### src/rtl/cpu_pkg.sv
// Shared CPU definitions: opcode constants used by decoder, ALU and sequencer,
// plus the sequencer state encoding and opcode classification helpers.
package cpu_pkg;

    localparam logic [3:0] OP_RETI  = 4'b0001;
    localparam logic [3:0] OP_COPY  = 4'b1100;
    localparam logic [3:0] OP_WRITE = 4'b1101;
    localparam logic [3:0] OP_READ  = 4'b1110;
    localparam logic [3:0] OP_HALT  = 4'b1111;

    typedef enum logic [3:0] {
        ST_FETCH   = 4'd0,
        ST_FETCH_W = 4'd1,
        ST_REGS    = 4'd2,
        ST_MEM     = 4'd3,
        ST_MEM_W   = 4'd4,
        ST_WB      = 4'd5,
        ST_WB_W    = 4'd6,
        ST_INT     = 4'd7,
        ST_HALT    = 4'd8
    } seq_state_e;

    function automatic logic op_reads_mem(input logic [3:0] op);
        return (op == OP_READ) || (op == OP_COPY);
    endfunction

    function automatic logic op_writes_mem(input logic [3:0] op);
        return (op == OP_WRITE) || (op == OP_COPY);
    endfunction

endpackage

### src/rtl/int_prio_enc.sv
// Fixed-priority encoder for interrupt requests: the lowest asserted index wins.
module int_prio_enc #(
    parameter int CH = 8
) (
    input  logic [CH-1:0] req_i,
    output logic [3:0]    idx_o,
    output logic          valid_o
);

    // Scan from the top so the lowest-index request is the last one written.
    always_comb begin
        idx_o   = 4'd0;
        valid_o = |req_i;
        for (int i = CH - 1; i >= 0; i--) begin
            idx_o = req_i[i] ? 4'(i) : idx_o;
        end
    end

endmodule

### src/rtl/control_sequencer.sv
// Multi-cycle instruction sequencer: FETCH/REGS/MEM/WB phases with memory
// wait states, single-level interrupt entry and an optional HALT park state.
module control_sequencer
    import cpu_pkg::*;
#(
    parameter int INT_CH     = 8,
    parameter int CNT_W      = 32,
    parameter bit HALT_STALL = 1'b1
) (
    input  logic              clk,
    input  logic              reset,
    input  logic [3:0]        instr_op,
    output logic              fetch,
    output logic              get_regs,
    output logic              read_mem,
    output logic              write_back,
    output logic              mem_start,
    input  logic              mem_busy,
    input  logic [INT_CH-1:0] int_req,
    output logic              int_take,
    output logic [7:0]        int_id,
    output logic              in_int,
    output logic              halted,
    output logic              instr_done,
    output logic [CNT_W-1:0]  retired
);

    seq_state_e        state_q;
    logic              in_int_q;
    logic [7:0]        int_id_q;
    logic [CNT_W-1:0]  retired_q;
    logic [3:0]        irq_idx_s;
    logic              irq_valid_s;
    logic              wb_done_s;
    logic              in_int_after_s;

    int_prio_enc #(.CH(INT_CH)) u_prio (
        .req_i   (int_req),
        .idx_o   (irq_idx_s),
        .valid_o (irq_valid_s)
    );

    // WB completes in one cycle without a write, else on the first idle memory cycle.
    always_comb begin
        wb_done_s      = ((state_q == ST_WB) && !op_writes_mem(instr_op)) ||
                         ((state_q == ST_WB_W) && !mem_busy);
        in_int_after_s = in_int_q && (instr_op != OP_RETI);
    end

    // Sequencer state, interrupt context and retirement counter.
    always_ff @(posedge clk) begin
        if (reset) begin
            state_q   <= ST_FETCH;
            in_int_q  <= 1'b0;
            int_id_q  <= 8'd0;
            retired_q <= '0;
        end else begin
            case (state_q)
                ST_FETCH:   state_q <= ST_FETCH_W;
                ST_FETCH_W: if (!mem_busy) state_q <= ST_REGS;
                ST_REGS:    state_q <= ST_MEM;
                ST_MEM:     state_q <= op_reads_mem(instr_op) ? ST_MEM_W : ST_WB;
                ST_MEM_W:   if (!mem_busy) state_q <= ST_WB;
                ST_WB, ST_WB_W: begin
                    if (wb_done_s) begin
                        retired_q <= retired_q + CNT_W'(1);
                        in_int_q  <= in_int_after_s;
                        if (!in_int_after_s && irq_valid_s) begin
                            state_q <= ST_INT;
                        end else if (HALT_STALL && (instr_op == OP_HALT)) begin
                            state_q <= ST_HALT;
                        end else begin
                            state_q <= ST_FETCH;
                        end
                    end else begin
                        state_q <= ST_WB_W;
                    end
                end
                ST_INT: begin
                    int_id_q <= {4'd0, irq_idx_s};
                    in_int_q <= 1'b1;
                    state_q  <= ST_FETCH;
                end
                ST_HALT:    if (!in_int_q && irq_valid_s) state_q <= ST_INT;
                default:    state_q <= ST_FETCH;
            endcase
        end
    end

    // Phase strobes decode the registered state; gating with reset keeps them
    // quiet while reset is held yet lets FETCH show on the first free cycle.
    always_comb begin
        fetch      = 1'b0;
        get_regs   = 1'b0;
        read_mem   = 1'b0;
        write_back = 1'b0;
        mem_start  = 1'b0;
        int_take   = 1'b0;
        halted     = 1'b0;
        instr_done = 1'b0;
        if (!reset) begin
            case (state_q)
                ST_FETCH: begin
                    fetch     = 1'b1;
                    mem_start = 1'b1;
                end
                ST_FETCH_W: fetch = 1'b1;
                ST_REGS:    get_regs = 1'b1;
                ST_MEM: begin
                    read_mem  = 1'b1;
                    mem_start = op_reads_mem(instr_op);
                end
                ST_MEM_W:   read_mem = 1'b1;
                ST_WB: begin
                    write_back = 1'b1;
                    mem_start  = op_writes_mem(instr_op);
                end
                ST_WB_W:    write_back = 1'b1;
                ST_INT:     int_take = 1'b1;
                ST_HALT:    halted = 1'b1;
                default:    fetch = 1'b0;
            endcase
            instr_done = wb_done_s;
        end else begin
            instr_done = 1'b0;
        end
    end

    assign in_int  = in_int_q;
    assign int_id  = int_id_q;
    assign retired = retired_q;

endmodule

### config.mk
export PLATFORM = sky130hd
export DESIGN_NAME = control_sequencer
export DESIGN_NICKNAME = d
export VERILOG_FILES = /design/src/rtl/cpu_pkg.sv /design/src/rtl/int_prio_enc.sv /design/src/rtl/control_sequencer.sv
export SDC_FILE = /design/constraint.sdc
export NUM_CORES = 1
export LEC_CHECK = 0
export CAP_MARGIN = 20
export CORE_MARGIN = 2
export CORE_UTILIZATION = 52
export CTS_CLUSTER_DIAMETER = 30
export CTS_CLUSTER_SIZE = 10
export DETAILED_ROUTE_END_ITERATION = 12
export PLACE_DENSITY = 0.86
export RECOVER_POWER = 25
export SYNTH_ARGS = -nofsm -noshare
export SYNTH_HDL_FRONTEND = slang
export SYNTH_SLANG_ARGS = --single-unit
### constraint.sdc
create_clock -name clk -period 3.9 [get_ports clk]
set_input_delay 0.585 -clock clk [delete_from_list [all_inputs] [get_ports clk]]
set_output_delay 0.585 -clock clk [all_outputs]
set_load 0.005 [all_outputs]
-- Word-level counts from Yosys, hierarchy flattened
Cells that the tools add are included.
- register bits after elaboration: 41
- input port bits: 15
- output and inout port bits: 49
- logic and storage cells: 76
- add/subtract/negate cells: 1
- equal/unequal tests: 17
- multiplexer cells: 33
- reductions and logical operators: 21
- operators by type and width (kind ; count):
    $mux W4 ; 13
    $add A32 B1 Y32 const B ; 1
    $pmux W4 S7 ; 1
    $eq A4 B4 Y1 const B ; 5
    $eq A4 B3 Y1 const B ; 4
    $mux W1 ; 16
    $eq A4 B2 Y1 const B ; 2
    $reduce_or A8 Y1 ; 1
    $ne A2 B2 Y1 const B ; 3
    $reduce_or A2 Y1 ; 3
    $logic_and A1 B1 Y1 ; 5
    $eq A4 B1 Y1 const B ; 1
    $logic_not A1 Y1 ; 4
    $logic_not A4 Y1 ; 1
    $ne A4 B1 Y1 const B ; 1
    $reduce_and A2 Y1 ; 2
    $logic_or A1 B1 Y1 ; 3
    $mux W3 ; 1
    $pmux W1 S3 ; 1
    $reduce_and A3 Y1 ; 1
    $ne A2 B1 Y1 const B ; 1
    $pmux W1 S2 ; 1
    $reduce_bool A2 Y1 ; 1

-- Longest topological paths before layout
- word-level depth: 8
- gate-level depth with buffers: 7
- mapped depth without buffers: 5

-- Hierarchy
A second synthesis with hierarchy kept.
- cells, all modules: 282
- area, all modules: 2272.2 µm²
- modules (own cells, without submodules) (module ; times used ; cells each ; area an instance (µm²) ; sequential area each (µm²)):
    control_sequencer ; 1 ; 267 ; 2180.8 ; 820.8
    int_prio_enc ; 1 ; 15 ; 91.3 ; 0.0

-- Worst setup path before layout
Ideal clock, no wire load.
- path type: input to register
- from: in int_req[0]
- to: reg state_q[3]
- setup time: 0.079 ns
- arrival: 1.838 ns
- data required time: 3.821 ns
- path slack: 1.983 ns
- cell stages on the path: 5
- path buffers: 0
- cells stage by stage: nor4_2 -> a22o_1 -> nand2_2 -> or4_1 -> a211oi_2
- cells in the longest elaborated chain, start to end: 5
- elaborated cells between the ends (all ways): 8
- those cells by class: eq/ne: 1; mux: 3; reduce/logical: 4
- ends and longest elaborated chain (element ; line ; text):
    start: declaration ; control_sequencer.sv:19 ; input logic [INT_CH-1:0] int_req,
    $reduce_or A8 Y1 (*) ; int_prio_enc.sv:13 ; valid_o = |req_i;
    $logic_and A1 B1 Y1 ; control_sequencer.sv:68 ; if (!in_int_after_s && irq_valid_s) begin
    $mux W4 ; control_sequencer.sv:68 ;
    $mux W4 ; control_sequencer.sv:65 ; if (wb_done_s) begin
    $pmux W4 S7 ; control_sequencer.sv:58 ; case (state_q)
    end signal: assignment ; control_sequencer.sv:62 ; ST_MEM: state_q <= op_reads_mem(instr_op) ? ST_MEM_W : ST_WB;
    end: declaration ; control_sequencer.sv:28 ; seq_state_e state_q;
Mark *: on every way between the ends. The rest lies on a longest branch, timed or not.
A chain may end at the register's enable or synchronous reset.

-- Worst setup path in the final report
- from: in mem_busy
- to: out instr_done
- cells in the longest elaborated chain, start to end: 4
- ends and longest elaborated chain (element ; line ; text):
    start: declaration ; control_sequencer.sv:18 ; input logic mem_busy,
    $logic_not A1 Y1 ; -- ;
    $logic_and A1 B1 Y1 ; control_sequencer.sv:46 ; ((state_q == ST_WB_W) && !mem_busy);
    $logic_or A1 B1 Y1 ; control_sequencer.sv:45 ; wb_done_s = ((state_q == ST_WB) && !op_writes_mem(instr_op)) ||
    $mux W1 ; control_sequencer.sv:101 ; if (!reset) begin
    end: declaration ; control_sequencer.sv:24 ; output logic instr_done,
Every way passes these cells.

==> metrics.cfg <==
[sta]
timing.max_slew.rel_slack=0.4367
final-setup-viol-count=0
tightest_slew_ns=0.8423
grt_setup_unrepaired=false
setup_total_negative_slack_ns=0
final-hold-violation-count=0
final.setup_skew_ns=0.008435
setup_ws_post_layout_ns=0.7949
period_share=0.7962
fmaxAchievable_mhz=322.1
drv_slew=0
period_minus_slack_ns=3.105

[critical_path]
peak_fanout_along_the_critical_path=11
criticalPathCategory=in -> out
regToRegStartpoint=state_q[2]$_SDFFE_PP0P_
type_of_element_launching_the_critical_path=primary input
critPathRequiredTime_ns=3.31
end_kind=output port
crit_arrival_ns=2.52
worstSetupStartpoint=mem_busy

[pwr]
comb_power_share=0.257
power.ir.vdd_worst_uv=227.1
p_per_area_mw_per_mm2=385.8
clockPowerShare=0.313
p_sw_uw=368.6
p_leak_nw=1.085
internal-power_uw=782.7
power_switching_share=0.3202
share_seq_of_total_power=0.430

[synth]
ys_warn_count=0
post_synth_and_or_nand_nor_area_fraction=0.3531
avg_inst_size_synth_sq_um=8.098
post_synthesis_async_set_or_reset_flop_share=0
share_of_the_synthesized_netlist_area_taken_by_xor_and_xnor_gates=0.06474
synth-adder-area-share=0.005441
synth-compound-area-share=0.1594
postSynthRegisterBits=40
synthesized_instance_count=284
synth_top_family_by_area=simple AND/OR/NAND/NOR gates
seq_area_frac_synth=0.3482
synth.cell_area_sq_mm=0.002300
synthFlopType=dfxtp_1
portion_of_synthesized_cell_area_occupied_by_the_leading_cell_type=0.3482
synth_top_cell_by_area=dfxtp_1
post_synthesis_mux_area_share=0.008705
synth_top_cells_by_area=dfxtp_1, a21oi_1, nor2_1
number_of_synthesized_flops_with_an_enable_pin=0
synth.lib_cells_used.distinct=56

[cells_and_area]
fillers=348
multi_input_comb_area_sq_mm=0.001368
nets=352
regArea_sq_um=800.8
final_cell_count_without_fillers=389
layout_cells_sized_above_1=0.06825
area_delta_synth_final_pct=29.76
antenna_cells=0

[route]
avgViaCountPerCell=5.846
routed-wl-met2_mm=2.758
top_layer=met4
drt_first_pass_iters=4
first_iter_violations=212
wl_met3_um=320
postRouteAntennaNets=0
routed_length_on_met1_mm=2.473
detailroute.via_count=2274
detail_route.wirelength_mm=5.637
drc=0
post_drt_wl_per_cell_um=14.49

[hold_path]
min-delay-path-class=reg -> reg
min-delay-start=int_id[1]$_SDFFE_PP0P_

[cts]
tritoncts=yes
clock_insertion_delay_at_the_later_pin_of_the_skew_report_ns=0.30
htree_levels=2
number_of_setup_buffers_added_after_cts=0
postCtsResizedCells=0
cts.sink_count=40
cts_made_buffers=5
clock_tree.buffer_depth=2
clkSlewWorstSetupHoldPaths_ns=0.07
ctsHoldBuffers=0
clk_root_buffer_cell=clkbuf_8

[global_route]
grt_util_all_layers=0.2346
grt.overflow.total=0
grt_pass1_vias=2019
grt_max_degree=28
global_route_wire_length_before_repair_mm=9.473
initial_antenna_violation_count=0

[floorplanning]
rows=24
die_footprint_sq_mm=0.004970
chipWidth_um=70.50
die_height_um=70.50
start_util=0.5355
fp.coreArea_sq_mm=0.004294
design.portCount=64

[placement]
dp.cells=381
port-buffer-count=58
place_congestion=0.9258
dp_slack_ns=0.9464
dp_hpwl_mm=4.014

[status]
status=completed

[flow_run]
cap_viol_max_count=0

## through the flow
| stage | power, mW | hold WS, ns | cell area (sq um) | util |
|---|---|---|---|---|
| 2_1_floorplan | 0.7040 | 0.4743 | 2315 | - |
| 6_report | 1.151 | 0.4804 | 2984 | 0.6949 |
| 3_5_place_dp | 0.8033 | 0.4759 | 2878 | 0.6702 |
| 4_1_cts | 1.160 | 0.4893 | 2999 | 0.6984 |
| 5_1_grt | 1.218 | 0.5121 | 2984 | 0.6949 |
| 3_3_place_gp | 0.7972 | 0.4675 | 2878 | 0.6702 |
## routing by layer
layer  global-route usage  vias to the layer above
met3              0.05772                        9
met2               0.3774                       74
met5                    0                        -
met4              0.06838                        0
li1                     -                     1130
met1               0.3132                     1061
## cell families (layout without fill, tap and decap cells)
logic type      after synthesis  count (layout)
fa+ha+maj                     1               1
flops                        40              40
compound gates               59              59
xor+xnor                     17              17
simple gates                135             135
mux                           2               2
other cells                   1               5
buf+inv                      29              78
## critical path, cell delays in order
cell and delay, ns:
dlygate4sd3_1 0.63, and3b_1 0.22, a32oi_1 0.15, clkbuf_1 0.37
nor2_1 0.07, clkdlybuf4s50_1 0.49
## Yosys cell counts, drive strengths merged (2+ instances only)
cell    number
a31oi        2
and4         2
or3         15
nand4       18
nand2       21
inv          9
nand3b       2
buf         13
a211oi       3
or4          2
a22o         2
dfxtp       40
xnor2        5
xor2        12
clkbuf       6
nor3        10
and2b        2
mux2i        2
o21ai       17
nor4         7
nand3       15
a21oi       24
and3         2
nor2        32
## layout make-up
type / instances / share of cell area
well taps: 52 / 0.02180
multi-input cells: 219 / 0.4583
clock inverters: 2 / 0.01300
clock buffers: 6 / 0.02767
flip-flops and latches: 40 / 0.2683
inverters: 10 / 0.01258
repair buffers: 60 / 0.1983
## worst paths after layout
path | end | slack, ns | cells past startpoint
setup / recovery | instr_done | 0.79 | 6
hold / removal | int_id[1]$_SDFFE_PP0P_ | 0.48 | 2
setup reg to reg | retired[22]$_SDFFE_PP0P_ | 1.02 | 5
hold reg to reg | int_id[1]$_SDFFE_PP0P_ | 0.48 | 2
## flip-flops by register name, indices dropped and copies added, names as in the netlist
name	flops
retired	32
state_q	4
int_id	3
in_int	1
## power by group through the flow
stage	sequential, mW	combinational (mW)	clock (mW)
after global placement	0.503	0.295	0
after global routing	0.502	0.332	0.385
final	0.495	0.296	0.360
after floorplan	0.455	0.249	0
after CTS	0.493	0.302	0.366
after detailed placement	0.503	0.301	0
## layout by cell type (no fill, tap or decap), drive strengths merged, types with 2 or more instances in the layout
| master | n |
|---|---|
| or3 | 15 |
| clkinv | 2 |
| a211oi | 3 |
| nand2 | 21 |
| inv | 9 |
| nor4 | 7 |
| xnor2 | 5 |
| a21oi | 24 |
| dfxtp | 40 |
| nand4 | 18 |
| mux2i | 2 |
| clkbuf | 7 |
| conb | 5 |
| and3 | 2 |
| a22o | 2 |
| dlygate4sd3 | 19 |
| nor2 | 32 |
| o21ai | 17 |
| nor3 | 10 |
| a31oi | 2 |
| or4 | 2 |
| clkdlybuf4s50 | 39 |
| and2b | 2 |
| and4 | 2 |
| xor2 | 12 |
| nand3 | 15 |
| nand3b | 2 |
No activity file was read; power rests on OpenSTA's default activity.
